**config.mk**
```make
export PLATFORM = sky130hd
export DESIGN_NAME = hdlc_rx_reader_flat
export DESIGN_NICKNAME = d
export VERILOG_FILES = /design/src/rtl/hdlc_rx_reader_if.sv /design/src/rtl/hdlc_rx_reader.sv /design/src/flat_wrapper.sv
export SDC_FILE = /design/constraint.sdc
export NUM_CORES = 1
export LEC_CHECK = 0
export ABC_AREA = 1
export BUFFER_PORTS_ARGS = -buffer_cell sky130_fd_sc_hd__clkbuf_2
export CAP_MARGIN = 20
export CORE_MARGIN = 8
export CORE_UTILIZATION = 55
export DETAILED_ROUTE_END_ITERATION = 8
export PLACE_DENSITY_LB_ADDON = 0.3
export SETUP_SLACK_MARGIN = 0.2
export SLEW_MARGIN = 40
export SYNTH_ARGS = -nofsm -noshare
export SYNTH_HDL_FRONTEND = slang
export SYNTH_SLANG_ARGS = --single-unit
export TNS_END_PERCENT = 20
```
**constraint.sdc**
```tcl
create_clock -name i_clk -period 2.1 [get_ports i_clk]
set_input_delay 0.105 -clock i_clk [delete_from_list [all_inputs] [get_ports i_clk]]
set_output_delay 0.105 -clock i_clk [all_outputs]
set_load 0.01 [all_outputs]
```
**src/rtl/hdlc_rx_reader_if.sv**
```systemverilog
// Core register port plus outgoing byte stream of the HDLC Rx reader.
// master = reader side, slave = core/sink side.
interface hdlc_rx_reader_if;
   logic [2:0] address;
   logic       write_enable;
   logic       read_enable;
   logic [7:0] data_in;
   logic [7:0] data_out;
   logic [7:0] m_data;
   logic       m_valid;
   logic       m_ready;
   logic       m_last;

   modport master (
      output address, write_enable, read_enable, data_in,
      input  data_out,
      output m_data, m_valid, m_last,
      input  m_ready
   );

   modport slave (
      input  address, write_enable, read_enable, data_in,
      output data_out,
      input  m_data, m_valid, m_last,
      output m_ready
   );
endinterface

```
**src/rtl/hdlc_rx_reader.sv**
```systemverilog
// Drains received frames from the HDLC core register port into a valid/ready
// byte stream; bad frames are dropped in the core and reported with counters.
//
// state     | meaning
// ----------+------------------------------------------------------------
// ST_IDLE   | wait for Rx_Ready, issue Rx_SC read
// ST_RD_SC  | Rx_SC data on bus; error -> drop, else issue Rx_Len read
// ST_RD_LEN | Rx_Len data on bus; bad length -> drop, else load remaining
// ST_FETCH  | issue Rx_Buff read
// ST_CAPT   | Rx_Buff data on bus, register into stream byte
// ST_HOLD   | present byte until accepted
// ST_DROP   | write Drop bit to Rx_SC
// ST_REPORT | one-cycle status pulse, bump counter
// ST_WAIT   | wait for Rx_Ready low so the same frame is not re-read
module hdlc_rx_reader #(
   parameter int MAX_LEN = 126,
   parameter int CNT_W   = 16
) (
   input  logic               i_clk,
   input  logic               i_rst,
   input  logic               i_rx_ready,
   hdlc_rx_reader_if.master   io_bus,
   output logic               o_st_valid,
   output logic [2:0]         o_st_code,
   output logic [CNT_W-1:0]   o_frames_ok,
   output logic [CNT_W-1:0]   o_frames_bad
);

   localparam logic [2:0] LP_ADDR_SC   = 3'd2;
   localparam logic [2:0] LP_ADDR_BUFF = 3'd3;
   localparam logic [2:0] LP_ADDR_LEN  = 3'd4;
   localparam logic [7:0] LP_DROP_CMD  = 8'h02;
   localparam logic [8:0] LP_MAX_LEN   = 9'(MAX_LEN);

   localparam logic [2:0] LP_CODE_OK      = 3'd0;
   localparam logic [2:0] LP_CODE_FRM_ERR = 3'd1;
   localparam logic [2:0] LP_CODE_ABORT   = 3'd2;
   localparam logic [2:0] LP_CODE_OVFL    = 3'd3;
   localparam logic [2:0] LP_CODE_BAD_LEN = 3'd4;

   typedef enum logic [3:0] {
      ST_IDLE,
      ST_RD_SC,
      ST_RD_LEN,
      ST_FETCH,
      ST_CAPT,
      ST_HOLD,
      ST_DROP,
      ST_REPORT,
      ST_WAIT
   } state_t;

   state_t           r_state;
   state_t           w_next;

   logic [2:0]       r_code;
   logic [7:0]       r_remaining;
   logic [7:0]       r_m_data;
   logic             r_m_valid;
   logic             r_m_last;
   logic [CNT_W-1:0] r_frames_ok;
   logic [CNT_W-1:0] r_frames_bad;

   logic [2:0]       w_address;
   logic             w_read_enable;
   logic             w_write_enable;
   logic [7:0]       w_data_in;
   logic             w_st_valid;
   logic [2:0]       w_sc_code;
   logic             w_len_bad;
   logic             w_accept;

   // FrameError outranks Abort, which outranks Overflow
   always_comb begin
      w_sc_code = LP_CODE_OK;
      if (io_bus.data_out[2]) begin
         w_sc_code = LP_CODE_FRM_ERR;
      end else if (io_bus.data_out[3]) begin
         w_sc_code = LP_CODE_ABORT;
      end else if (io_bus.data_out[4]) begin
         w_sc_code = LP_CODE_OVFL;
      end
   end

   assign w_len_bad = (io_bus.data_out == 8'd0) ||
                      ({1'b0, io_bus.data_out} > LP_MAX_LEN);
   assign w_accept  = r_m_valid && io_bus.m_ready;

   always_ff @(posedge i_clk or posedge i_rst) begin
      if (i_rst) begin
         r_state <= ST_IDLE;
      end else begin
         r_state <= w_next;
      end
   end

   // Bus strobes are decoded from state so read data lands in the following state;
   // the IDLE read is held off while reset is asserted.
   always_comb begin
      w_next         = r_state;
      w_address      = 3'd0;
      w_read_enable  = 1'b0;
      w_write_enable = 1'b0;
      w_data_in      = 8'd0;
      w_st_valid     = 1'b0;
      case (r_state)
         ST_IDLE: begin
            if (i_rx_ready && !i_rst) begin
               w_address     = LP_ADDR_SC;
               w_read_enable = 1'b1;
               w_next        = ST_RD_SC;
            end
         end
         ST_RD_SC: begin
            if (w_sc_code != LP_CODE_OK) begin
               w_next = ST_DROP;
            end else begin
               w_address     = LP_ADDR_LEN;
               w_read_enable = 1'b1;
               w_next        = ST_RD_LEN;
            end
         end
         ST_RD_LEN: begin
            w_next = w_len_bad ? ST_DROP : ST_FETCH;
         end
         ST_FETCH: begin
            w_address     = LP_ADDR_BUFF;
            w_read_enable = 1'b1;
            w_next        = ST_CAPT;
         end
         ST_CAPT: begin
            w_next = ST_HOLD;
         end
         ST_HOLD: begin
            if (w_accept) begin
               w_next = r_m_last ? ST_REPORT : ST_FETCH;
            end
         end
         ST_DROP: begin
            w_address      = LP_ADDR_SC;
            w_data_in      = LP_DROP_CMD;
            w_write_enable = 1'b1;
            w_next         = ST_REPORT;
         end
         ST_REPORT: begin
            w_st_valid = 1'b1;
            w_next     = ST_WAIT;
         end
         ST_WAIT: begin
            if (!i_rx_ready) begin
               w_next = ST_IDLE;
            end
         end
         default: begin
            w_next = ST_IDLE;
         end
      endcase
   end

   always_ff @(posedge i_clk or posedge i_rst) begin
      if (i_rst) begin
         r_code       <= LP_CODE_OK;
         r_remaining  <= 8'd0;
         r_m_data     <= 8'd0;
         r_m_valid    <= 1'b0;
         r_m_last     <= 1'b0;
         r_frames_ok  <= '0;
         r_frames_bad <= '0;
      end else begin
         case (r_state)
            ST_RD_SC: begin
               r_code <= w_sc_code;
            end
            ST_RD_LEN: begin
               if (w_len_bad) begin
                  r_code <= LP_CODE_BAD_LEN;
               end else begin
                  r_remaining <= io_bus.data_out;
               end
            end
            ST_CAPT: begin
               r_m_data  <= io_bus.data_out;
               r_m_valid <= 1'b1;
               r_m_last  <= (r_remaining == 8'd1);
            end
            ST_HOLD: begin
               if (w_accept) begin
                  r_m_valid   <= 1'b0;
                  r_m_last    <= 1'b0;
                  r_remaining <= r_remaining - 8'd1;
               end
            end
            ST_REPORT: begin
               if (r_code == LP_CODE_OK) begin
                  if (r_frames_ok != '1) begin
                     r_frames_ok <= r_frames_ok + CNT_W'(1);
                  end
               end else if (r_frames_bad != '1) begin
                  r_frames_bad <= r_frames_bad + CNT_W'(1);
               end
            end
            default: begin
            end
         endcase
      end
   end

   assign io_bus.address      = w_address;
   assign io_bus.read_enable  = w_read_enable;
   assign io_bus.write_enable = w_write_enable;
   assign io_bus.data_in      = w_data_in;
   assign io_bus.m_data       = r_m_data;
   assign io_bus.m_valid      = r_m_valid;
   assign io_bus.m_last       = r_m_last;

   assign o_st_valid   = w_st_valid;
   assign o_st_code    = r_code;
   assign o_frames_ok  = r_frames_ok;
   assign o_frames_bad = r_frames_bad;

endmodule

```
**src/flat_wrapper.sv**
```systemverilog
// flat-port wrapper written by rule: the top's interface ports become plain ports
module hdlc_rx_reader_flat 
#(
   parameter int MAX_LEN = 126,
   parameter int CNT_W   = 16
)
  (i_clk, i_rst, i_rx_ready, o_st_valid, o_st_code, o_frames_ok, o_frames_bad, io_bus_address, io_bus_write_enable, io_bus_read_enable, io_bus_data_in, io_bus_data_out, io_bus_m_data, io_bus_m_valid, io_bus_m_last, io_bus_m_ready);
  hdlc_rx_reader_if io_bus_i ();
  input  logic i_clk;
  input  logic i_rst;
  input  logic i_rx_ready;
  output logic o_st_valid;
  output logic [2:0] o_st_code;
  output logic [CNT_W-1:0] o_frames_ok;
  output logic [CNT_W-1:0] o_frames_bad;
  output wire logic [$bits(io_bus_i.address)-1:0] io_bus_address;
  output wire logic [$bits(io_bus_i.write_enable)-1:0] io_bus_write_enable;
  output wire logic [$bits(io_bus_i.read_enable)-1:0] io_bus_read_enable;
  output wire logic [$bits(io_bus_i.data_in)-1:0] io_bus_data_in;
  input wire logic [$bits(io_bus_i.data_out)-1:0] io_bus_data_out;
  output wire logic [$bits(io_bus_i.m_data)-1:0] io_bus_m_data;
  output wire logic [$bits(io_bus_i.m_valid)-1:0] io_bus_m_valid;
  output wire logic [$bits(io_bus_i.m_last)-1:0] io_bus_m_last;
  input wire logic [$bits(io_bus_i.m_ready)-1:0] io_bus_m_ready;
  assign io_bus_address = io_bus_i.address;
  assign io_bus_write_enable = io_bus_i.write_enable;
  assign io_bus_read_enable = io_bus_i.read_enable;
  assign io_bus_data_in = io_bus_i.data_in;
  assign io_bus_i.data_out = io_bus_data_out;
  assign io_bus_m_data = io_bus_i.m_data;
  assign io_bus_m_valid = io_bus_i.m_valid;
  assign io_bus_m_last = io_bus_i.m_last;
  assign io_bus_i.m_ready = io_bus_m_ready;
  hdlc_rx_reader #(.MAX_LEN(MAX_LEN), .CNT_W(CNT_W)) u_core (.i_clk(i_clk), .i_rst(i_rst), .i_rx_ready(i_rx_ready), .io_bus(io_bus_i), .o_st_valid(o_st_valid), .o_st_code(o_st_code), .o_frames_ok(o_frames_ok), .o_frames_bad(o_frames_bad));
endmodule
```
# Word-level counts from Yosys, hierarchy flattened
# Index checks and enable logic that the tools add are counted.
# word_totals
ff_bits	57
latchBits	0
mem_bits_rw	0
rom_bits	0
inputBits	12
out_inout_bits	59
memories	0
# classes
addsub	3
multipliers	0
div	0
magnitude_cmp	1
eq_ne	16
n_shift	0
n_mux	27
bitwise	1
n_reduce_logical	17
# op_table
operator	n
$pmux W4 S9	1
$add A16 B1 Y16 const B	2
$ne A16 B16 Y1 const B	2
$mux W3	7
$eq A4 B3 Y1 const B	4
$mux W8	2
$pmux W8 S2	1
$mux W4	3
$pmux W3 S4	1
$reduce_and A3 Y1	4
$eq A4 B2 Y1 const B	2
$eq A8 B1 Y1 const B	1
$gt A8 B7 Y1 const B	1
$logic_not A8 Y1	1
$sub A8 B1 Y8 const B	1
$mux W2	3
$ne A2 B1 Y1 const B	3
$pmux W3 S2	1
$reduce_bool A2 Y1	3
$mux W1	5
$eq A4 B1 Y1 const B	1
$eq A4 B4 Y1 const B	1
$logic_not A4 Y1	1
$ne A2 B2 Y1 const B	2
other kinds (9)	12

# Depth between registers and ports, before layout
# Gate-level depths: netlist (run 1).
# logic_depth
depth_word	6
ltp_mapped	11
depth_no_buf	10

# Worst setup path after synthesis (run 1)
# No wires, ideal clock.
# synth_path
path_type	input-to-reg
start	in i_rst
end	reg u_core.r_state[0]
arrival_ps	1886
required_ps	2034
path_slack_ps	149
stages	7
path_buffers	0
path_cell_list	inv_1 nand2_1 nand2_1 nand3_1 nor2_1 nand2_1 nand2_1
# synth_via
elab_chain_cells	4
# synth_rtl
item	line_no	text
start: declaration	flat_wrapper.sv:10	input logic i_rst;
$logic_not A1 Y1 (no line)	--	
$logic_and A1 B1 Y1	hdlc_rx_reader.sv:108	if (i_rx_ready && !i_rst) begin
$ne A2 B1 Y1 (no line)	--	
$reduce_and A3 Y1 (no line)	--	
end signal: assignment	hdlc_rx_reader.sv:93	r_state <= w_next;
end: declaration	hdlc_rx_reader.sv:53	state_t r_state;
# Every way passes these cells.
# A chain may end at the register's enable or synchronous reset.

# Worst setup path after layout (run 1)
# layout_path
start	reg u_core.r_state[3]
end	out io_bus_read_enable
# layout_via
elab_chain_cells	2
# layout_rtl
item	line_no	text
$eq A4 B2 Y1 (tied with other cells)	hdlc_rx_reader.sv:106	case (r_state)
$pmux W1 S3 *	hdlc_rx_reader.sv:106	
end: declaration	flat_wrapper.sv:18	output wire logic [$bits(io_bus_i.read_enable)-1:0] io_bus_read_enable;
# Every way passes the cells marked *; elsewhere a longest branch is shown, timed or not.

==> summary by stage, run 1 <==
Status
The flow ran to the end, and the final reports show no timing, DRC or antenna violations.

Min path
The worst hold path belongs to the class input port to flop. The startpoint identified for the worst hold timing path is io_bus_data_out[4]. The worst hold path passes through 3 cells.

Critical path
The classification of the worst setup path is flop to primary output. The largest individual stage delay along the critical path comes from the cell sky130_fd_sc_hd__dfrtp_2. The worst setup path is launched from a flop. The data arrival at the endpoint of the critical path is 1.61 ns. The delay of the slowest critical-path stage is 0.45 ns. Tracing the worst setup path back leads to its startpoint at u_core.r_state[3]$_DFFE_PP0P_. The peak fanout along the critical path is 5. The path depth of the worst reg2reg path is 8. The worst flop-to-flop path startpoint is u_core.o_frames_bad[1]$_DFFE_PP0P_. For flop-to-flop paths, the worst setup slack is 0.39 ns. The endpoint of the most critical setup path is io_bus_read_enable. At the worst endpoint, the required time is 2.00 ns. The combined buffer and inverter count along the critical path is 3. The path length in cells of the critical path is 8. In this design, the largest share of critical-path delay is due to simple AND/OR/NAND/NOR gates. The endpoint class of the critical path is a primary output.

The critical path goes through inv_2, nand2_1, nor2_4, inv_1, nor2_1, nor2_1, nand2_1, clkbuf_2. The end of the worst register-to-register path is u_core.o_frames_bad[15]$_DFFE_PP0P_.

Floorplanning
The core region is roughly 6200 um^2. The floorplan step defined a die boundary enclosing 9180 um^2. The initial utilization of the core area, before any placement, comes to about 56%. The total number of placement rows is 29. The I/O pin total is 71. The floorplan die width is 95.8 um. From bottom edge to top edge, the die measures 95.8 um.

Yosys
The number of flops mapped to enable cells by yosys is 0. The number of instances in the synthesized netlist is 496. The synthesized area per cell is 7.06 um^2. For this run, the register share of the synthesized area comes to 40.7%. In the post-synthesis netlist, the cell with the most instances is sky130_fd_sc_hd__nand2_1. Sorting the synthesized cells by how often they occur yields sky130_fd_sc_hd__nand2_1, sky130_fd_sc_hd__dfrtp_1, sky130_fd_sc_hd__nor2_1.

After synthesis, the share of flip-flops with an asynchronous set or reset is 100%. The fraction of post-synthesis cell area in the top cell type by area is 40.7%. The biggest area consumer among synthesized cells is sky130_fd_sc_hd__dfrtp_1.

The total of flip-flops plus latches after synthesis is 57. In the post-synthesis netlist, the biggest area contributors are sky130_fd_sc_hd__dfrtp_1, sky130_fd_sc_hd__nand2_1, sky130_fd_sc_hd__nor2_1. Yosys mapped the design onto 30 distinct sky130hd cell types. In this run the cell area of the synthesized design comes to approximately 3500 um^2. The number of warnings printed during yosys synthesis is 0. The predominant post-synthesis flop cell is sky130_fd_sc_hd__dfrtp_1.

Global routing
Entering global routing, the biggest net connects 58 pins. The fraction of met1 tracks used by global routing is 22.1%. met2 is the most crowded layer. The via count of the first global-routing pass was 3272. In the global route stage, met2 resource usage came out at 33.5%.

The global-route wire length before repair is around 14000 um. The total grt overflow is 0. The global-route total usage across every layer is 19.2%. The initial antenna violation count was 0.

The global-route track usage on met3 is 5.46%.

Routing
The first TritonRoute pass finished after 4 iterations. The first routing iteration left between 100 and 150 violations. The via-per-instance ratio is 5.09. The aggregate routed wire length is 8240 um. The average detailed-routed wire length per instance is 12.7 um. The count of nets left with antenna violations once routing finished came out at 0. The detailed router placed 3292 vias in this run. The post-route DRC violation count is 0.

Timing
The shortest period the worst path allows is 1.71 ns. The highest clock rate is 583 MHz. The post-route clock period utilization is 81.6%. The final hold violation count is 0. The number of slew-limit violations in the final report is 0. Setup repair after global routing could not meet its margin everywhere.

The count of final setup violators is 0. The transition time at the pin with the least slew margin is 0.590 ns. The setup TNS is 0 ns. The relative slew slack is 60.4%. The post-route clock skew is roughly 0.012 ns.

Clock tree
Buffers inserted during clock tree synthesis total 9. Buffers added to address setup during post-CTS repair amount to 0. CTS built an H-tree with a depth of 3. The longest clock path from root to sink contains 2 buffers. TritonCTS built the clock tree. The tree built by TritonCTS fans out to 57 sinks. CTS placed an instance of sky130_fd_sc_hd__clkbuf_8 at the clock tree root. The clock insertion delay at the later pin of the skew report is 0.33 ns. Clock-pin slew was measured on the worst setup and hold paths at 0.07 ns.

Power and ir drop
The total power of the final layout is 4.26 mW. The worst-case IR drop observed on VDD is roughly 0.68 mV. The power density over the cells is 1050 nW/um^2.

Summed over all cells, the static leakage comes to 2.22 nW.

Cells and area
The cell area after layout is 4070 um^2. The number of antenna diodes in the final layout is 0. Of the cells placed in the final design, the portion with a size suffix greater than 1 is 18.6%. The net total in the final layout is 581. The count of cells in the finished layout, fillers not included, comes to 647. Compared with the post-synthesis result, the final layout area differs by 16.3%.

Placed design
The number of placed instances, taps included, is 629. Input and output buffers added on the ports amount to 63. The congestion estimate from routability-driven global placement came to 0.888. The wire-length estimate of the detail-placed layout is slightly above 6000 um.

Summing all placed instances gives a cell area of 3840 um^2.

Flow run
The number of max-cap violations is 0.
-- flip-flops by register name (all words and copies together), names as in the netlist --
register               cells
u_core.o_frames_bad       16
u_core.r_state             4
u_core.o_frames_ok        16
u_core.io_bus.m_last       1
u_core.o_st_code           3
u_core.io_bus.m_data       8
u_core.io_bus.m_valid      1
u_core.r_remaining         8
-- cell usage in the layout, fill, tap and decap left out, drive strengths merged, types with 2 or more instances in the layout --
cell type	synthesis	routed
buf	14	3
clkbuf	1	74
clkinv	0	2
clkinvlp	0	3
conb	1	7
dfrtp	57	57
ha	4	4
inv	49	48
nand2	216	216
nand3	29	29
nand3b	3	3
nand4	7	7
nor2	55	55
nor3	8	8
o21ai	24	24
xnor2	13	13
xor2	11	11
-- report_power, final --
| part | switching, mW | internal (mW) | total [mW] | leakage [nW] |
|---|---|---|---|---|
| clock network | 0.453 | 0.576 | 1.03 | 0.0953 |
| registers | 0.233 | 1.36 | 1.60 | 0.753 |
| logic | 1.05 | 0.584 | 1.63 | 1.37 |
| total | 1.73 | 2.53 | 4.26 | 2.22 |
-- layout make-up --
class	count	area, um^2
Fill cell	555	2170
Tap cell	77	96.3
Multi-Input combinational cell	381	1800
Clock buffer	11	141
Timing Repair Buffer	67	360
Inverter	49	190
Clock inverter	5	55.1
Sequential cell	57	1430
-- kinds of logic (layout without fill, tap and decap cells) --
logic type               count (synthesis)  in the layout  share of synthesized area, %
AO/OA/AOI/OAI                           26             26                          3.86
XOR/XNOR                                24             24                          6.00
adder cells (fa/ha/maj)                  4              4                          1.43
buffers and inverters                   64            132                          8.71
flip-flops                              57             57                          40.7
multiplexers                             1              1                         0.321
other                                    1              7                         0.107
AND/OR/NAND/NOR                        319            319                          38.9
-- how the worst min path moves through the flow --
stage	end	slack (ns)
after floorplan	u_core.io_bus.m_data[0]$_DFFE_PP0P_	0.20
after global placement	u_core.o_st_code[1]$_DFFE_PP0P_	0.39
after detailed placement	u_core.o_frames_bad[3]$_DFFE_PP0P_	0.41
final	u_core.o_st_code[1]$_DFFE_PP0P_	0.07
after CTS	u_core.o_frames_bad[2]$_DFFE_PP0P_	0.04
after global routing	u_core.o_st_code[1]$_DFFE_PP0P_	0.06
-- through the flow --
| step | worst slack [ns] | hold WS (ns) | utilization [%] |
|---|---|---|---|
| final | 0.386 | 0.0710 | 65.3 |
| after global routing | 0.178 | 0.0614 | 65.3 |
| after CTS | 0.227 | 0.0365 | 64.6 |
| after detailed placement | 0.378 | 0.407 | 61.5 |
| after global placement | 0.423 | 0.394 | 61.5 |
| after floorplan | 0.524 | 0.196 | - |
-- worst register-to-register path, delay by kind of cell, from the launching register on --
family,cells,cell delay [ns]
DFF,1,0.39
and+or+nand+nor,6,0.78
adders and majority gates,1,0.28
buffers and inverters,1,0.15
-- routing by layer --
metal | vias up | part of all wire (%)
li1 | 1659 | -
met1 | 1518 | 42
met2 | 106 | 50
met3 | 9 | 6.7
met4 | 0 | 1.1
met5 | - | 0
-- what timing repair did --
| item | in CTS | in global routing |
|---|---|---|
| hold endpoints to repair | 0 | 22 |
| endpoints found under the setup margin | 0 | 9 |
| gates resized for setup | 0 | 3 |
| hold buffers | 0 | 1 |
Power figures use the tool's default switching activity.
==> run 2: changes to the inputs <==
Settings changed: ABC_AREA 1 to 0, CORE_UTILIZATION 55 to 49.
Clock period 2.1 ns to 1.4 ns, I/O delays scaled along.
==> summary by stage, run 2 <==
Placed design
The area after detailed placement is 4140 um^2. The number of buffers inserted by port buffering is 63. The final weighted congestion in routability-driven placement is approximately 0.9. The HPWL reported at the end of detailed placement is around 6400 um. After detailed placement, the design holds a cell count of 521.

Critical path
Measured in cells, the most critical reg-to-reg path has a length of 8. STA puts the critical path data arrival time at 2.10 ns. The peak fanout along the critical path is 5. The required time of the worst setup path is 1.62 ns. The most used cell along the critical path is sky130_fd_sc_hd__buf_6. On the critical path the largest part of the delay comes from compound AO/OA/AOI/OAI gates. The critical path goes through buf_6, buf_6, buf_6, buf_8, o41ai_1, nand2_1, o21ai_0, a21oi_1. Together, buffers and inverters on the worst path number 4. The delay of the slowest critical-path stage is 0.51 ns.

The path length in cells of the critical path is 8. On the critical path, the stage with the largest delay is an instance of sky130_fd_sc_hd__o41ai_1. The classification of the worst setup path is flop to flop. The worst setup path is captured at a flop. STA classifies the critical path startpoint as a flop.

Power and ir drop
Overall power consumption after layout is estimated at about 8.6 mW. The analysis attributes to cell leakage a power of 2.34 nW. The relative contribution of sequential cells to total power is 28.2%. Internal power comes to 5.22 mW. Combinational logic is responsible for 52.5% of the overall power. The worst supply voltage drop on vdd is 1.13 mV. The relative contribution of the clock network to total power is 19.3%. The power density over the cells is 1780 nW/um^2. The switching share of power is between 30 and 40%. In this run the power spent charging and discharging nets is 3.34 mW.

Clock tree
The clock insertion delay at the later pin of the skew report is 0.34 ns. Clock-pin slew was measured on the worst setup and hold paths at 0.07 ns. Counting the buffers created by CTS gives 9. The clock net in this run drives a total of 57 sinks. The clock tree root driver cell is sky130_fd_sc_hd__clkbuf_8.

TritonCTS built the clock tree. No sink is reached through more buffers than the 2 on the longest clock path. The level count of the clock H-tree is 3.

Timing
The transition time at the pin with the least slew margin is roughly 0.73 ns. The count of final setup violators is 63. The final critical path takes up 135% of the cycle. Static timing analysis puts the maximum clock frequency at 530 MHz. The number of slew-limit violations in the final report is 0.

The shortest period the worst path allows is approximately 1.9 ns. Setup slack on the critical path of the routed design comes to -0.486 ns. The final hold violation count is 0. The worst pin sits at a relative slew slack of approximately 50%. The worst hold slack is about 0.021 ns. The post-route clock skew is 0.00979 ns. Setup repair after global routing could not meet its margin everywhere.

Cells and area
In the final design database the tool counted 488 nets. Summing all multi-input logic gate instances after layout gives approximately 1900 um^2. The area occupied by registers is 1430 um^2. The fraction of final layout cells with drive strength greater than 1 is 52.4%. In the layout the commonest cells are sky130_fd_sc_hd__buf_4, sky130_fd_sc_hd__clkbuf_2, sky130_fd_sc_hd__dfrtp_1. The count of cells in the finished layout, fillers not included, comes to 552. The most common cell after layout, fill and taps aside is sky130_fd_sc_hd__buf_4. The diode insertion count for antenna repair is 0. The filler cells instantiated in the layout total 343.

The signed area change from the synthesized netlist to the final layout is 57.6%. Measured on the finished design, the core utilization comes to 80.7%. The cell area after layout is slightly below 5000 um^2.

Min path
The path class of the tightest hold or removal check is input port to asynchronous set/reset pin.

Yosys
The predominant post-synthesis flop cell is sky130_fd_sc_hd__dfrtp_1. The total of flip-flops plus latches after synthesis is 57. By count the netlist is led by sky130_fd_sc_hd__dfrtp_1, sky130_fd_sc_hd__nand2_1, sky130_fd_sc_hd__nor2_1. The count of cell types in the netlist is 58. Yosys attributes the largest share of cell area to sky130_fd_sc_hd__dfrtp_1, sky130_fd_sc_hd__xnor2_1, sky130_fd_sc_hd__nand2_1. The synthesized area per cell is 10.1 um^2. The total standard cell area after synthesis is just over 3000 um^2. Yosys instantiated no cell more often than sky130_fd_sc_hd__dfrtp_1.

The synthesized design contains 0 enable-type register cells. The biggest area consumer among synthesized cells is sky130_fd_sc_hd__dfrtp_1. Yosys printed 0 warnings. The fraction of post-synthesis cell area in the top cell type by area is 46.7%. In the synthesized netlist, the number of instances is 303. For this run, the register share of the synthesized area comes to 46.7%.

The async set-or-reset flop fraction in the synthesized netlist is 100%.

Floorplanning
The total number of placement rows is 28. The overall die area is 9010 um^2. The floorplan step set the die height to 94.9 um. During I/O placement, the number of pins put on the boundary was 71. The area of the placeable core is 5960 um^2. The starting density of the core is about half.

The floorplan die width is 94.9 um.

Global routing
In the global route stage, met3 resource usage came out at 5.63%. Entering global routing, the biggest net connects 58 pins. The total overflow left after global routing is 0. met2 is the most crowded layer. The initial antenna violation count was 0.

The fraction of met1 tracks used by global routing is 26.9%. The first global-routing pass estimated approximately 15000 um of wire. The global routing usage on met2 is a little over a third. The global-route total usage across every layer is 21.8%. The via count of the first global-routing pass is 3207.

Routing
The average detailed-routed wire length per instance is about 20 um. The starting DRC count in detailed routing is about 210. The post-route DRC violation count is 0.

The aggregate routed wire length is between 10000 and 15000 um. The number of nets still failing antenna checks after routing is 0. The detailed router placed 3283 vias in this run.

The via-per-instance ratio is 5.95. The detailed-routing iteration count for the pre-antenna-repair pass is 5.

Flow run
The tool flagged a number of max-cap violations equal to 0.

Status
The flow ran to the end, but the final reports show violations. The checks that failed: negative setup slack.
run 2: worst reg2reg max path: cells and delay by family (launching register included):
kind                   cells  cell delay [ns]
AOI/OAI and AO/OA          3             0.73
buffers and inverters      4             0.50
DFF                        1             0.41
and+or+nand+nor            1             0.12
run 2: area by class of cell:
cell class	count	area share (%)
Multi-Input combinational cell	227	38.5
Inverter	7	0.625
Clock inverter	2	0.729
Timing Repair Buffer	170	24.9
Clock buffer	14	3.59
Tap cell	75	1.95
Sequential cell	57	29.7
run 2: worst paths after layout:
kind                                                startpoint                             endpoint  slack (ns)
max                              u_core.r_state[1]$_DFFE_PP0P_        u_core.r_state[2]$_DFFE_PP0P_       -0.49
min                                                      i_rst    u_core.r_remaining[3]$_DFFE_PP0P_        0.02
max reg2reg                      u_core.r_state[1]$_DFFE_PP0P_        u_core.r_state[2]$_DFFE_PP0P_       -0.49
min reg2reg                u_core.io_bus.m_data[6]$_DFFE_PP0P_  u_core.io_bus.m_data[6]$_DFFE_PP0P_        0.49
max in group asynchronous                                i_rst      u_core.o_st_code[0]$_DFFE_PP0P_        0.87
min in group i_clk                          io_bus_data_out[7]  u_core.io_bus.m_data[7]$_DFFE_PP0P_        0.03
run 2: kinds of logic (layout without fill, tap and decap cells):
family	count (synthesis)	after routing	share of synthesized area, %
other	1	7	0.123
flip-flops	57	57	46.7
AND/OR/NAND/NOR	135	135	24.8
multiplexers	11	11	4.02
AO/OA/AOI/OAI	41	41	9.63
adder cells (fa/ha/maj)	4	4	1.64
buffers and inverters	25	193	4.76
XOR/XNOR	29	29	8.32
run 2: power groups by stage:
| stage | clock (mW) | combinational [mW] | sequential, mW |
|---|---|---|---|
| after CTS | 1.65 | 3.83 | 2.35 |
| after detailed placement | 0 | 3.37 | 2.37 |
| after global routing | 1.74 | 4.72 | 2.46 |
| after floorplan | 0 | 1.71 | 2.56 |
| final | 1.65 | 4.49 | 2.41 |
| after global placement | 0 | 3.27 | 2.35 |
run 2: per-layer routing:
layer  share of wire [%]  vias up
met5                   0        -
met4                 5.0        0
met3                 9.2       69
met2                  48      191
met1                  38     1606
li1                    -     1417
run 2: through the flow:
step           TNS (ns)  worst slack [ns]
2_1_floorplan     -5.01            -0.225
3_3_place_gp      -8.07            -0.263
3_5_place_dp     -10.04            -0.321
4_1_cts          -13.34            -0.478
5_1_grt          -21.98            -0.538
6_report         -18.67            -0.486
run 2: repair_timing:
item                                    CTS  global route
endpoints found under the setup margin   63            64
pin swaps                                18            20
endpoints found under the hold margin     1             0
cloned                                    1             0
resized for setup                        36            38
hold buffers                              1             0
setup buffers                             7             6
==> run 3: changes to the inputs <==
Settings changed: CORE_ASPECT_RATIO from default to 0.75.
==> summary by stage, run 3 (synthesis gave the netlist of run 2 again) <==
Clock tree
After clock tree synthesis, the clock-pin slew on the worst setup and hold paths is around 0.07 ns. In this run, CTS created clock tree buffers numbering 9. The clock insertion delay at the later pin of the skew report is ~0.34 ns. The CTS sink count is 57. The clock tree root driver cell is sky130_fd_sc_hd__clkbuf_8. The clock passes through at most 2 buffers. The H-tree generated during clock tree synthesis spans 3 levels. The clock tree from TritonCTS is yes.

Critical path
STA classifies the critical path endpoint as a flop. The peak fanout along the critical path is 3. The end of the worst register-to-register path is u_core.o_frames_ok[15]$_DFFE_PP0P_. The critical path is of the flop to flop type.

The master of the slowest instance on the critical path is sky130_fd_sc_hd__or3b_4. The delay of the slowest critical-path stage is approximately 0.43 ns. Data arrives at the worst endpoint at 2.01 ns. In this run the critical register-to-register path is launched from u_core.r_state[3]$_DFFE_PP0P_. The number of buffers and inverters on the critical path is 1. The setup slack of the worst register-to-register path is -0.35 ns. The path depth of the worst reg2reg path is 6. The cell type group with the largest total delay on the critical path is simple AND/OR/NAND/NOR gates.

Walking the worst path, the cells encountered are and4b_4, buf_12, nand3_2, or3b_4, nor3_4, xor2_1. The required time of the worst setup path is 1.66 ns. The critical path startpoint category is a flop.

Cells and area
The library cells used most frequently in the layout, excluding fill and tap cells, are sky130_fd_sc_hd__buf_4, sky130_fd_sc_hd__clkbuf_2, sky130_fd_sc_hd__dfrtp_1. Summing all flip-flop and latch instances after layout gives 1430 um^2. The core utilization of the finished layout is 75.0%.

The fraction of final layout cells with drive strength greater than 1 is approximately half. The multi-input combinational cells in the finished layout cover a total of 1820 um^2. The repair_antennas step left the layout with diodes totalling 0.

The most common cell after layout, fill and taps aside is sky130_fd_sc_hd__buf_4. The number of fill cells in the layout is 412. At the end of the flow, the number of nets in the layout was 478.

Relative to the synthesized area, the layout overhead comes to 51.4%.

Timing
For the finished layout, the period the worst path requires is 1.75 ns. Of the available clock period, the critical path in the final layout requires 125%. Setup violations remaining at the end of the flow were counted as 60.

Setup repair after global routing could not meet its margin everywhere. The final hold violation count is 53. The number of slew-limit violations in the final report is 0. The worst hold slack is -0.0227 ns. The worst setup slack after layout is -0.348 ns. Static timing analysis puts the maximum clock frequency at roughly 570 MHz. Summed over all failing endpoints, the final setup total negative slack is -11.74 ns. The transition time at the pin with the least slew margin is 0.729 ns. Between clock sinks in the finished design, the worst skew comes to 0.00778 ns. Measured against its own limit, the worst slew margin works out to 51.4%.

Routing
The highest routed metal layer is met4. The routed layout has just under 3000 vias. Wire segments on met2 add up to 4320 um in the final route. The count of nets left with antenna violations once routing finished came out at 0. In the routed layout, each cell is associated on average with a via count of ~5.4. In this run, the number of DRC markers left after iteration 0 of detailed routing was 192. After detailed routing, the met3 layer carries ~620 um of wire.

Dividing the detail-routed wire length by the instance count gives ~17 um. Before antenna repair, the detailed router went through 4 iterations. After detailed routing, the wire length on met1 is roughly 4000 um. Wires add up to between 9000 and 10000 um.

For this run, design rule violations remaining after detail routing come to 0.

Placed design
The congestion estimate from routability-driven global placement came to 0.923. The wire-length estimate of the detail-placed layout is 6310 um. In this run the tool buffered the top-level ports with 63 buffer cells.

The worst slack after detailed placement is -0.359 ns.

Global routing
The initial antenna violation count is 0. After global routing the overflow that remains totals 0. Entering global routing, the biggest net connects 58 pins. The first global-routing pass estimated 14300 um of wire. The global-route total usage across every layer is 19.5%.

The via count of the first global-routing pass is 2913.

Floorplanning
From bottom edge to top edge, the die measures 84.3 um. Once the floorplan was initialized, standard cells occupied between 40 and 50% of the core. The I/O pin total is 71. The total number of placement rows is 25. The die covers 9040 um^2.

The die is between 100 and 150 um wide. The area of the placeable core is between 6000 and 7000 um^2.

Min path
The type of the tightest min-delay check is input port to asynchronous set/reset pin.

Status
The final reports fail on negative hold slack, negative setup slack. The run finished, with violations left.

Power and ir drop
The total power of the final layout is 7.66 mW. VDD sags by at most 1.19 mV. For this design the static power due to leakage is 2.24 nW. The power density over the cells is 1660 nW/um^2.

Flow run
The number of max-cap violations is 0.
[run 3: tightest hold or removal path: stages]
cell and delay (ns):
sky130_fd_sc_hd__clkbuf_2 0.10, sky130_fd_sc_hd__clkinvlp_4 0.07, sky130_fd_sc_hd__buf_4 0.59
[run 3: layout make-up]
type / instances / area share [%]
multi-input cells: 228 / 39.4
flip-flops and latches: 57 / 30.9
repair buffers: 159 / 23.1
clock buffers: 13 / 3.44
well taps: 81 / 2.19
inverters: 7 / 0.650
clock inverters: 3 / 0.325
[run 3: per-layer routing]
metal	GRT usage, %	up-vias
met4	5.73	0
met3	5.59	8
li1	-	1407
met5	0	-
met1	26.2	1437
met2	29.7	108
[run 3: worst max-delay path by stage]
stage / end / cells past startpoint / from / slack, ns
finish: u_core.o_frames_ok[15]$_DFFE_PP0P_ / 6 / u_core.r_state[3]$_DFFE_PP0P_ / -0.35
global route: io_bus_address[1] / 7 / u_core.r_state[1]$_DFFE_PP0P_ / -0.43
CTS: io_bus_address[2] / 5 / u_core.r_state[1]$_DFFE_PP0P_ / -0.43
detailed placement: u_core.o_frames_ok[15]$_DFFE_PP0P_ / 5 / u_core.r_state[3]$_DFFE_PP0P_ / -0.36
global placement: u_core.o_frames_ok[15]$_DFFE_PP0P_ / 5 / u_core.r_state[3]$_DFFE_PP0P_ / -0.28
floorplan: u_core.r_remaining[2]$_DFFE_PP0P_ / 7 / u_core.r_state[0]$_DFFE_PP0P_ / -0.23
[run 3: per-stage QoR]
stage / instances / instance area (um^2) / hold slack (ns)
2_1_floorplan: 309 / 3160 / 0.165
3_3_place_gp: 524 / 4120 / 0.351
3_5_place_dp: 524 / 4120 / 0.349
4_1_cts: 543 / 4400 / 0.000700
5_1_grt: 548 / 4620 / 0.0117
6_report: 548 / 4620 / -0.0227
[run 3: timing repair]
action	CTS	global route
endpoints found under the setup margin	63	64
gates cloned	0	1
pin swaps	6	23
endpoints found under the hold margin	1	0
hold buffers	1	0
setup buffers	2	4
resized for setup	17	41
[run 3: power breakdown]
group	internal [mW]	total (mW)	switching, mW
Combinational	1.93	3.90	1.97
Clock	0.731	1.40	0.670
Sequential	2.06	2.35	0.290
